File: config.mk
export PLATFORM = sky130hd
export DESIGN_NAME = param_task_scheduler
export DESIGN_NICKNAME = d
export VERILOG_FILES = /design/src/rtl/param_task_scheduler.sv
export SDC_FILE = /design/constraint.sdc
export NUM_CORES = 1
export LEC_CHECK = 0
export CORE_ASPECT_RATIO = 0.6
export CORE_MARGIN = 1
export CORE_UTILIZATION = 36
export CTS_BUF_LIST = sky130_fd_sc_hd__clkbuf_16
export DETAILED_ROUTE_END_ITERATION = 16
export HOLD_SLACK_MARGIN = 0.02
export PLACE_DENSITY = 0.78
export RECOVER_POWER = 50
export SLEW_MARGIN = 20
export SYNTH_ARGS = -nofsm -noshare
export SYNTH_HDL_FRONTEND = slang
export SYNTH_SLANG_ARGS = --single-unit
export TNS_END_PERCENT = 100
File: constraint.sdc
create_clock -name clk -period 1.9 [get_ports clk]
set_input_delay 0.38 -clock clk [delete_from_list [all_inputs] [get_ports clk]]
set_output_delay 0.38 -clock clk [all_outputs]
set_load 0.005 [all_outputs]
File: src/rtl/param_task_scheduler.sv
// Parametrised task scheduler: walks a synchronous-read task memory, applies fences,
// streams instruction frames to masked cores and pulses Start, with frame-sync handshake.
module param_task_scheduler #(
   parameter int unsigned NUM_CORES  = 4,
   parameter int unsigned TM_DEPTH   = 256,
   parameter int unsigned ADDR_W     = 8,
   parameter int unsigned TM_W       = 64,
   parameter int unsigned LOAD_BEATS = 4,
   parameter int unsigned CNT_W      = 8,
   parameter int unsigned BEAT_W     = (LOAD_BEATS > 1) ? $clog2(LOAD_BEATS) : 1
) (
   input  logic                 clk,
   input  logic                 reset,
   input  logic                 run,
   output logic [ADDR_W-1:0]    tm_addr,
   input  logic [TM_W-1:0]      tm_rdata,
   input  logic [NUM_CORES-1:0] Ready,
   output logic [NUM_CORES-1:0] Start,
   output logic                 Insn_Valid,
   output logic [BEAT_W-1:0]    Insn_Beat,
   output logic [TM_W-1:0]      Insn_Data,
   output logic [NUM_CORES-1:0] Insn_Load_Vect,
   output logic                 frame_done,
   input  logic                 frame_go,
   output logic                 busy,
   output logic [ADDR_W-1:0]    cur_ptr
);

   localparam int unsigned CNT_LSB   = 0;
   localparam int unsigned MASK_LSB  = CNT_W;
   localparam int unsigned FENCE_LSB = CNT_W + NUM_CORES;
   localparam int unsigned STOP_BIT  = FENCE_LSB + 2;
   localparam int unsigned JUMP_LSB  = STOP_BIT + 1;
   localparam int unsigned HDR_W     = JUMP_LSB + ADDR_W;
   localparam int unsigned LD_W      = $clog2(LOAD_BEATS + 1);
   localparam logic [LD_W-1:0]   LD_LAST = LD_W'(LOAD_BEATS);
   localparam logic [ADDR_W:0]   DEPTH_X = (ADDR_W+1)'(TM_DEPTH);

   if (HDR_W > TM_W) begin : g_hdr_too_wide
      $error("task header fields do not fit in a TM_W-bit word");
   end

   typedef enum logic [3:0] {
      S_IDLE, S_FETCH, S_DECODE, S_WAIT_ALL, S_WAIT_MASK,
      S_LOAD, S_START, S_GUARD, S_POST, S_SYNC
   } state_e;

   typedef enum logic [1:0] {F_NO = 2'd0, F_ACQ = 2'd1, F_REL = 2'd2, F_NO3 = 2'd3} fence_e;

   state_e                state_q, state_d;
   logic [ADDR_W-1:0]     ptr_q;
   logic [NUM_CORES-1:0]  mask_q;
   fence_e                fence_q;
   logic                  stop_q;
   logic [ADDR_W-1:0]     jump_q;
   logic [CNT_W-1:0]      frames_q;
   logic [LD_W-1:0]       ld_cnt_q;
   logic                  sync_first_q;

   fence_e                hdr_fence;
   logic [CNT_W-1:0]      hdr_cnt;

   assign hdr_fence = fence_e'(tm_rdata[FENCE_LSB +: 2]);
   assign hdr_cnt   = tm_rdata[CNT_LSB +: CNT_W];
   assign busy      = (state_q != S_IDLE);
   assign cur_ptr   = ptr_q;

   // Modular add so the pointer wraps at TM_DEPTH even when it is not a power of two.
   function automatic logic [ADDR_W-1:0] addr_add(input logic [ADDR_W-1:0] a,
                                                  input logic [ADDR_W-1:0] k);
      logic [ADDR_W:0] s;
      s = {1'b0, a} + {1'b0, k};
      if (s >= DEPTH_X) s = s - DEPTH_X;
      return s[ADDR_W-1:0];
   endfunction

   always_ff @(posedge clk) begin
      if (!reset) begin
         state_q      <= S_IDLE;
         ptr_q        <= '0;
         mask_q       <= '0;
         fence_q      <= F_NO;
         stop_q       <= 1'b0;
         jump_q       <= '0;
         frames_q     <= '0;
         ld_cnt_q     <= '0;
         sync_first_q <= 1'b0;
      end else begin
         state_q <= state_d;
         case (state_q)
            S_DECODE: begin
               frames_q <= hdr_cnt;
               mask_q   <= tm_rdata[MASK_LSB +: NUM_CORES];
               fence_q  <= hdr_fence;
               stop_q   <= tm_rdata[STOP_BIT];
               jump_q   <= tm_rdata[JUMP_LSB +: ADDR_W];
               ptr_q    <= addr_add(ptr_q, ADDR_W'(1));
            end
            S_LOAD: begin
               if (ld_cnt_q == LD_LAST) begin
                  ld_cnt_q <= '0;
                  ptr_q    <= addr_add(ptr_q, ADDR_W'(LOAD_BEATS));
               end else begin
                  ld_cnt_q <= ld_cnt_q + 1'b1;
               end
            end
            S_START: frames_q <= frames_q - 1'b1;
            S_POST:  sync_first_q <= 1'b1;
            S_SYNC: begin
               sync_first_q <= 1'b0;
               if (frame_go) ptr_q <= jump_q;
            end
            default: ;
         endcase
      end
   end

   always_comb begin
      state_d        = state_q;
      tm_addr        = ptr_q;
      Start          = '0;
      Insn_Valid     = 1'b0;
      Insn_Beat      = '0;
      Insn_Data      = '0;
      Insn_Load_Vect = '0;
      frame_done     = 1'b0;
      case (state_q)
         S_IDLE:   if (run) state_d = S_FETCH;
         S_FETCH:  state_d = S_DECODE;
         S_DECODE: begin
            if (hdr_fence == F_ACQ)   state_d = S_WAIT_ALL;
            else if (hdr_cnt == '0)   state_d = S_POST;
            else                      state_d = S_WAIT_MASK;
         end
         S_WAIT_ALL: if (&Ready) state_d = (frames_q == '0) ? S_POST : S_WAIT_MASK;
         S_WAIT_MASK: if ((mask_q & ~Ready) == '0) state_d = S_LOAD;
         // Address for beat k goes out in cycle k; its data returns and is presented in cycle k+1.
         S_LOAD: begin
            if (ld_cnt_q != LD_LAST) tm_addr = addr_add(ptr_q, ADDR_W'(ld_cnt_q));
            if (ld_cnt_q != '0) begin
               Insn_Valid     = 1'b1;
               Insn_Beat      = BEAT_W'(ld_cnt_q - 1'b1);
               Insn_Data      = tm_rdata;
               Insn_Load_Vect = mask_q;
            end
            if (ld_cnt_q == LD_LAST) state_d = S_START;
         end
         S_START: begin
            Start   = mask_q;
            state_d = S_GUARD;
         end
         S_GUARD: state_d = (frames_q != '0) ? S_WAIT_MASK : S_POST;
         S_POST: begin
            if (!((fence_q == F_REL) || stop_q) || (&Ready))
               state_d = stop_q ? S_SYNC : (run ? S_FETCH : S_IDLE);
         end
         S_SYNC: begin
            frame_done = sync_first_q;
            if (frame_go) state_d = run ? S_FETCH : S_IDLE;
         end
         default: state_d = S_IDLE;
      endcase
   end

endmodule
==> flow_summary_export.csv, run 1 <==
group,metric,value,unit
floorplan,chipHeight,73.5,um
floorplan,fp.coreArea,8070,um^2
synth,postSynth.asyncResetShare,0,%
global_routing,grt-ovfl-total,0,
floorplan,io_pins,165,
synth,yosys_register_bits,39,
drt,drt_drc,0,
clock_network,clkSlewWorstSetupHoldPaths,60,ps
status,outcome,"finished, violations left",
cells_and_area,num-nets-final,723,
floorplan,die-width,121,um
power_and_ir_drop,static-leakage-power,2.77,nW
sta,final.setup.worst_slack,-334,ps
clock_network,tritoncts,"built",
clock_network,root_buf_cell,"sky130_fd_sc_hd__clkbuf_16",
sta,worst-slew-pin-transition,445,ps
sta,finClkSkew,5.87,ps
placement,port_buffers,164,
synth,syn-num-nets,490,
status,violations_in_the_final_reports,"negative setup slack",
setup_path,critical_path.endpoint_type,"primary output",
synth,synthesis.instances,409,
setup_path,critical_path.startpoint,"cur_ptr[0]$_SDFFE_PN0P_",
power_and_ir_drop,vdd_ir_drop_max,0.000353,V
power_and_ir_drop,internal-power,2.14,mW
setup_path,critical_path.max_fanout,2,
sta,hold-worst-slack,461,ps
synth,avgSynthCellArea,7.49,um^2
power_and_ir_drop,p_sw,1.14,mW
drt,post_drt_via_cell_ratio,5.39,
clock_network,worst_skew_pair.late_latency,280,ps
drt,drt_pass1_iterations,5,
synth,synth_top_flop_cell,"sky130_fd_sc_hd__dfxtp_1",
drt,detail-route-antenna-nets,0,
sta,grt_setup_unrepaired,"yes",
setup_path,cp-start-kind,"flip-flop",
power_and_ir_drop,power_density,524,nW/um^2
setup_path,timing.rr.start,"state_q[0]$_SDFFE_PN0P_",
drt,route.final.wire_length,12.9,mm
setup_path,criticalPathCategory,"flip-flop to primary output",
sta,fmaxAchievable,448,MHz
placement,gp_congestion,0.933,
setup_path,worstPathCellList,"ha_4, inv_2, fa_2, nor2b_1, o211ai_1, nor2_1, xor2_1, buf_2",
placement,hpwl_after_dpl,8.13,mm
power_and_ir_drop,part_of_the_total_power_dissipated_in_sequential_elements,32.3,%
setup_path,timing.critical_path.slowest_stage_cell,"sky130_fd_sc_hd__dfxtp_2",
synth,portion_of_the_post_synthesis_area_used_by_sequential_elements,25.5,%
worst_hold_path,min_path_type,"flip-flop to flip-flop",
drt,first_iter_violations,327,
clock_network,cts_made_buffers,5,
cells_and_area,final_cell_area,6260,um^2
placement,placed_cell_area,5130,um^2
sta,timing.final.crit_period,2230,ps
setup_path,slowest_delay,360,ps
synth,ys.warnings.count,0,
setup_path,cp_capture_point,"tm_addr[6]",
drt,vias,4046,
cells_and_area,area_delta_synth_final,104,%
clock_network,h-tree-depth,2,
synth,synthesis.area,3060,um^2
clock_network,clock_tree.buffer_depth,2,
clock_network,postCtsHoldBufs,0,
setup_path,timing.critical_path.required,1520,ps
power_and_ir_drop,netSwitchingFraction,34.8,%
sta,slew_viol_final,0,
global_routing,antenna_found_initial,0,
setup_path,regToRegSetupSlack,-70,ps
global_routing,grt_first_pass_wirelength,18.9,mm
drt,route.met2.wl,6.23,mm
setup_path,worstPathArrival,1850,ps
floorplan,fp.dieArea,8890,um^2
cells_and_area,post_route_cells_drive_above_1_share,44.0,%
drt,wl_per_cell,17.2,um
clock_network,clock_sinks,39,
floorplan,effective_utilization_at_floorplan,38.0,%
drt,wl_met3,1.20,mm
sta,slew_headroom,70.3,%
drt,routedLengthMet1,5.31,mm
setup_path,timing.rr.end,"state_q[3]$_SDFFE_PN0P_",
floorplan,fp-row-count,25,
global_routing,grt_start_max_net_pins,45,
sta,setup_viol,79,
job,cap_viol_max_count,0,
sta,post_route_clock_period_utilization,118,%
synth,count_of_unique_library_cells_instantiated_by_yosys,60,
synth,synth_edf_count,0,
power_and_ir_drop,pwr-share-clk,24.5,%
setup_path,r2r.worst_path.cells,8,
power_and_ir_drop,p_comb_share,43.3,%
global_routing,global_route.usage.total,27.2,%
drt,highest_layer,"met4",
sta,hold_violations,0,
global_routing,first_global_vias,3700,
cells_and_area,insertedDiodeCount,0,
placement,pre_cts_ws,-526,ps
metrics by stage:
stage	util, %	cells	total power, mW	setup TNS [ps]
3_5_place_dp	63.6	704	2.26	-26330
2_1_floorplan	-	409	1.76	0
6_report	77.6	751	3.28	-17670
5_1_grt	77.6	751	3.44	-21790
3_3_place_gp	63.6	704	2.23	-22700
4_1_cts	71.0	743	3.16	-19170
flip-flops by register name (all words and copies together), names as in the netlist:
register      count
fence_q           2
state_q           4
mask_q            4
stop_q            1
frames_q          8
ld_cnt_q          3
sync_first_q      1
jump_q            8
cur_ptr           8
cell usage after synthesis (6+ instances only):
master                     number  area (um^2)
sky130_fd_sc_hd__a21boi_0      21          158
sky130_fd_sc_hd__a21boi_1       6         45.0
sky130_fd_sc_hd__a21oi_1        8         40.0
sky130_fd_sc_hd__and2_1        73          457
sky130_fd_sc_hd__and3_1        10         62.6
sky130_fd_sc_hd__buf_2          6         30.0
sky130_fd_sc_hd__clkbuf_1      17         63.8
sky130_fd_sc_hd__dfxtp_1       39          781
sky130_fd_sc_hd__ha_1           8          100
sky130_fd_sc_hd__inv_1         13         48.8
sky130_fd_sc_hd__nand2_1       62          233
sky130_fd_sc_hd__nand2b_1       7         43.8
sky130_fd_sc_hd__nand3_1        6         30.0
sky130_fd_sc_hd__nor2_1        12         45.0
sky130_fd_sc_hd__nor2b_1        6         37.5
sky130_fd_sc_hd__nor3_1         7         35.0
sky130_fd_sc_hd__o21ai_0       26          130
power by group through the flow:
stage	logic [mW]	registers, mW	clock network [mW]
after floorplan	0.745	1.01	0
after global placement	1.20	1.03	0
after detailed placement	1.23	1.04	0
after CTS	1.32	1.04	0.805
after global routing	1.53	1.07	0.838
final	1.42	1.06	0.802
layout make-up:
type	instances	area (um^2)
timing repair buffer	254	2700
multi-input combinational	329	2430
fill	503	1810
sequential	39	802
tap	108	135
clock buffer	5	125
inverter	13	51.3
clock inverter	3	12.5
worst min-delay path by stage:
stage,from,endpoint,slack (ps),cells past startpoint
2_1_floorplan,fence_q[1]$_SDFFE_PN0P_,fence_q[1]$_SDFFE_PN0P_,440,2
3_3_place_gp,fence_q[1]$_SDFFE_PN0P_,fence_q[1]$_SDFFE_PN0P_,450,2
3_5_place_dp,fence_q[0]$_SDFFE_PN0P_,fence_q[0]$_SDFFE_PN0P_,460,2
4_1_cts,fence_q[0]$_SDFFE_PN0P_,fence_q[0]$_SDFFE_PN0P_,460,2
5_1_grt,jump_q[3]$_SDFFE_PN0P_,jump_q[3]$_SDFFE_PN0P_,490,2
6_report,fence_q[0]$_SDFFE_PN0P_,fence_q[0]$_SDFFE_PN0P_,460,2
cell usage in the layout (no fill, tap or decap), types with 4 or more instances in the layout:
cell	synthesis	final
sky130_fd_sc_hd__clkdlybuf4s50_1	0	79
sky130_fd_sc_hd__buf_16	0	5
sky130_fd_sc_hd__xor2_1	5	5
sky130_fd_sc_hd__nand2_2	3	4
sky130_fd_sc_hd__nand2_1	62	59
sky130_fd_sc_hd__buf_12	0	9
sky130_fd_sc_hd__a21boi_0	21	21
sky130_fd_sc_hd__a21oi_1	8	6
sky130_fd_sc_hd__nor4_1	5	5
sky130_fd_sc_hd__and2_4	0	62
sky130_fd_sc_hd__dfxtp_1	39	30
sky130_fd_sc_hd__buf_6	2	87
sky130_fd_sc_hd__buf_4	3	46
sky130_fd_sc_hd__o21ai_0	26	23
sky130_fd_sc_hd__a21boi_1	6	6
sky130_fd_sc_hd__mux2i_1	5	5
sky130_fd_sc_hd__and3_1	10	10
sky130_fd_sc_hd__nor2_1	12	10
sky130_fd_sc_hd__ha_1	8	5
sky130_fd_sc_hd__nor2b_1	6	6
sky130_fd_sc_hd__o211ai_1	4	4
sky130_fd_sc_hd__dfxtp_4	0	4
sky130_fd_sc_hd__dfxtp_2	0	5
sky130_fd_sc_hd__nand2b_1	7	7
sky130_fd_sc_hd__nor3_1	7	4
sky130_fd_sc_hd__and2_1	73	11
sky130_fd_sc_hd__clkbuf_16	0	7
sky130_fd_sc_hd__nand3_1	6	6
sky130_fd_sc_hd__inv_1	13	12
sky130_fd_sc_hd__buf_2	6	17
routing by layer:
layer  vias to the layer above  track usage (%)
li1                       1894                -
met1                      1893             34.1
met2                       237             47.1
met3                        22             6.21
met4                         0             7.41
met5                         -                0
what timing repair did:
item / 4_1_cts / 5_1_grt
buffers inserted: 24 / 10
gates cloned: 7 / 3
setup endpoints to repair: 86 / 97
gates resized for setup: 390 / 139
pin swaps: 40 / 34
cell families (layout without fill, tap and decap cells):
group,count (synthesis),after routing,share of synthesized area (%)
AOI/OAI and AO/OA,98,98,22.3
xor gates and xnor gates,7,7,2.00
adders and majority gates,9,9,3.92
buffers and inverters,41,275,6.13
DFF,39,39,25.5
muxes,5,5,1.63
and+or+nand+nor,210,210,38.5
worst max-delay path: cells and delay by family, from the launching register on:
| kind | cells | cell delay (ps) |
|---|---|---|
| compound gates | 1 | 140 |
| xor+xnor | 1 | 150 |
| fa+ha+maj | 2 | 470 |
| buf+inv | 2 | 150 |
| flops | 1 | 360 |
| simple gates | 2 | 290 |
(Power assumes the default switching activity.)
==> run 2, diff against run 1 <==
Settings changed: PLACE_DENSITY 0.78 to 0.87.
==> run 2 against run 1 <==
Net effect:
- the run still ends with negative setup slack left
- hold slack lost 1.4 ps
- largest cell class unchanged
- first-iteration DRC count grew 48%
- clock power grew 38%
- sequential share of layout area shrank 0.34 points
- register-to-register slack lost 200 ps
- sequential cell count is the same
- highest routed layer unchanged
- global-route usage grew 2.6 points
- count of clock-buffer cells in the layout is the same
- critical path depth is the same
- utilization grew 1.3 points
- combinational power grew 14%
- clock skew shrank 2.2 ps
==> flow_summary_export.csv, run 2 (synthesis gave the netlist of run 1 again) <==
group,metric,value,unit
clock_network,cts_made_buffers,5,
power_and_ir_drop,p_sw,1.29,mW
setup_path,critical_path.max_fanout,2,
setup_path,timing.critical_path.required,1520,ps
worst_hold_path,min_path_type,"flip-flop to flip-flop",
status,violations_in_the_final_reports,"negative setup slack",
placement,gp_congestion,0.918,
clock_network,clkSlewWorstSetupHoldPaths,60,ps
clock_network,h-tree-depth,2,
drt,first_iter_violations,483,
power_and_ir_drop,static-leakage-power,2.77,nW
setup_path,worstPathArrival,1990,ps
job,cap_viol_max_count,0,
cells_and_area,insertedDiodeCount,0,
power_and_ir_drop,p_comb_share,42.6,%
sta,slew_viol_final,0,
drt,route.final.wire_length,14.4,mm
setup_path,critical_path.endpoint_type,"primary output",
setup_path,criticalPathCategory,"flip-flop to primary output",
cells_and_area,instances_no_fill,750,
power_and_ir_drop,power_density,596,nW/um^2
placement,hpwl_after_dpl,8.14,mm
sta,timing.final.crit_period,2370,ps
placement,port_buffers,164,
sta,finClkSkew,3.72,ps
sta,post_route_clock_period_utilization,125,%
clock_network,worst_skew_pair.late_latency,290,ps
power_and_ir_drop,internal-power,2.50,mW
floorplan,fp.dieArea,8890,um^2
sta,worst-slew-pin-transition,425,ps
drt,post_drt_via_cell_ratio,5.58,
drt,wl_per_cell,19.3,um
global_routing,grt_start_max_net_pins,45,
sta,hold_violations,0,
sta,setup_viol,100,
floorplan,fp.coreArea,8070,um^2
global_routing,first_global_vias,4055,
clock_network,postCtsHoldBufs,0,
setup_path,timing.rr.start,"state_q[3]$_SDFFE_PN0P_",
sta,hold-worst-slack,460,ps
sta,final.setup.tns,-29440,ps
global_routing,grt_first_pass_wirelength,20.5,mm
global_routing,global_route.usage.total,29.8,%
worst_hold_path,hold_start,"fence_q[1]$_SDFFE_PN0P_",
power_and_ir_drop,netSwitchingFraction,34.0,%
cells_and_area,most-common-layout-cells,"sky130_fd_sc_hd__buf_6 (99), sky130_fd_sc_hd__clkdlybuf4s50_1 (75), sky130_fd_sc_hd__and2_4 (69)",
clock_network,clock_sinks,39,
sta,final.setup.worst_slack,-467,ps
cells_and_area,layout.cells.most_common,"sky130_fd_sc_hd__buf_6",
clock_network,root_buf_cell,"sky130_fd_sc_hd__clkbuf_16",
power_and_ir_drop,vdd_ir_drop_max,0.000390,V
drt,drt_pass1_iterations,5,
sta,grt_setup_unrepaired,"yes",
floorplan,fp-row-count,25,
floorplan,die-width,121,um
setup_path,critical_path.startpoint,"ld_cnt_q[0]$_SDFFE_PN0P_",
cells_and_area,post_route_cells_drive_above_1_share,46.7,%
clock_network,tritoncts,"built",
floorplan,io_pins,165,
floorplan,effective_utilization_at_floorplan,38.0,%
setup_path,cp-start-kind,"flip-flop",
cells_and_area,num-nets-final,722,
drt,drt_drc,0,
floorplan,chipHeight,73.5,um
power_and_ir_drop,part_of_the_total_power_dissipated_in_sequential_elements,28.0,%
cells_and_area,utilization,78.8,%
drt,detail-route-antenna-nets,0,
sta,slew_headroom,71.3,%
power_and_ir_drop,pwr-share-clk,29.4,%
drt,vias,4185,
sta,fmaxAchievable,422,MHz
cells_and_area,area_delta_synth_final,108,%
global_routing,grt-ovfl-total,0,
status,outcome,"finished, violations left",
clock_network,clock_tree.buffer_depth,2,
global_routing,antenna_found_initial,0,
power_and_ir_drop,overall_power_after_layout,3.79,mW
placement,dp_cells,701,
[run 2: changes by cell type in the layout (fill, tap and decap cells not counted), moves of 3 or more]
cell	delta
sky130_fd_sc_hd__and2_4	+7
sky130_fd_sc_hd__buf_12	-3
sky130_fd_sc_hd__buf_2	-6
sky130_fd_sc_hd__dfxtp_4	-3
sky130_fd_sc_hd__dlymetal6s2s_1	-3
sky130_fd_sc_hd__clkdlybuf4s50_1	-4
sky130_fd_sc_hd__buf_4	-11
sky130_fd_sc_hd__clkbuf_2	+7
sky130_fd_sc_hd__dlygate4sd3_1	+4
sky130_fd_sc_hd__buf_6	+12
sky130_fd_sc_hd__and2_1	-9
sky130_fd_sc_hd__buf_8	+3
[run 2: power groups by stage]
| stage | Sequential, mW | Combinational [mW] | Clock, mW |
|---|---|---|---|
| 2_1_floorplan | 1.01 | 0.745 | 0 |
| 3_3_place_gp | 1.02 | 1.19 | 0 |
| 3_5_place_dp | 1.03 | 1.24 | 0 |
| 4_1_cts | 1.04 | 1.40 | 1.10 |
| 5_1_grt | 1.07 | 1.71 | 1.15 |
| 6_report | 1.06 | 1.62 | 1.11 |
[run 2: path summary, 6_finish.rpt]
kind	to	slack (ps)	depth (start not counted)
hold / removal	fence_q[1]$_SDFFE_PN0P_	460	2
hold reg to reg	fence_q[1]$_SDFFE_PN0P_	460	2
setup / recovery	tm_addr[6]	-470	8
setup reg to reg	cur_ptr[1]$_SDFFE_PN0P_	-270	10
[run 2: layer usage]
metal	vias up	wire length [um]	track usage [%]
li1	1885	-	-
met1	1968	5740	36.3
met2	298	7070	53.3
met3	34	1290	5.12
met4	0	335	11.0
met5	-	0	0
[run 2: what timing repair did]
action                                  4_1_cts  5_1_grt
gates resized for setup                     448      148
gates cloned                                 10        1
setup buffers                                30       14
pin swaps                                    45       51
endpoints found under the setup margin       91      103
[run 2: per-stage QoR]
step	cell area [um^2]	setup slack [ps]
3_5_place_dp	5110	-536
4_1_cts	5970	-449
3_3_place_gp	5110	-451
5_1_grt	6360	-555
6_report	6360	-467
2_1_floorplan	3060	30.3
[run 2: critical path, cell delays in order (launching register included)]
cell and delay, ps:
sky130_fd_sc_hd__dfxtp_4 370, sky130_fd_sc_hd__ha_4 140, sky130_fd_sc_hd__inv_2 40, sky130_fd_sc_hd__fa_2 380, sky130_fd_sc_hd__nor2b_2 120, sky130_fd_sc_hd__o211ai_1 150, sky130_fd_sc_hd__nor2_1 180, sky130_fd_sc_hd__xor2_1 180
sky130_fd_sc_hd__buf_2 140
[run 2: cell type report]
| class | count | area [um^2] |
|---|---|---|
| Multi-Input combinational cell | 329 | 2510 |
| Sequential cell | 39 | 793 |
| Fill cell | 470 | 1710 |
| Clock buffer | 5 | 125 |
| Timing Repair Buffer | 253 | 2680 |
| Inverter | 13 | 51.3 |
| Tap cell | 108 | 135 |
| Clock inverter | 3 | 63.8 |
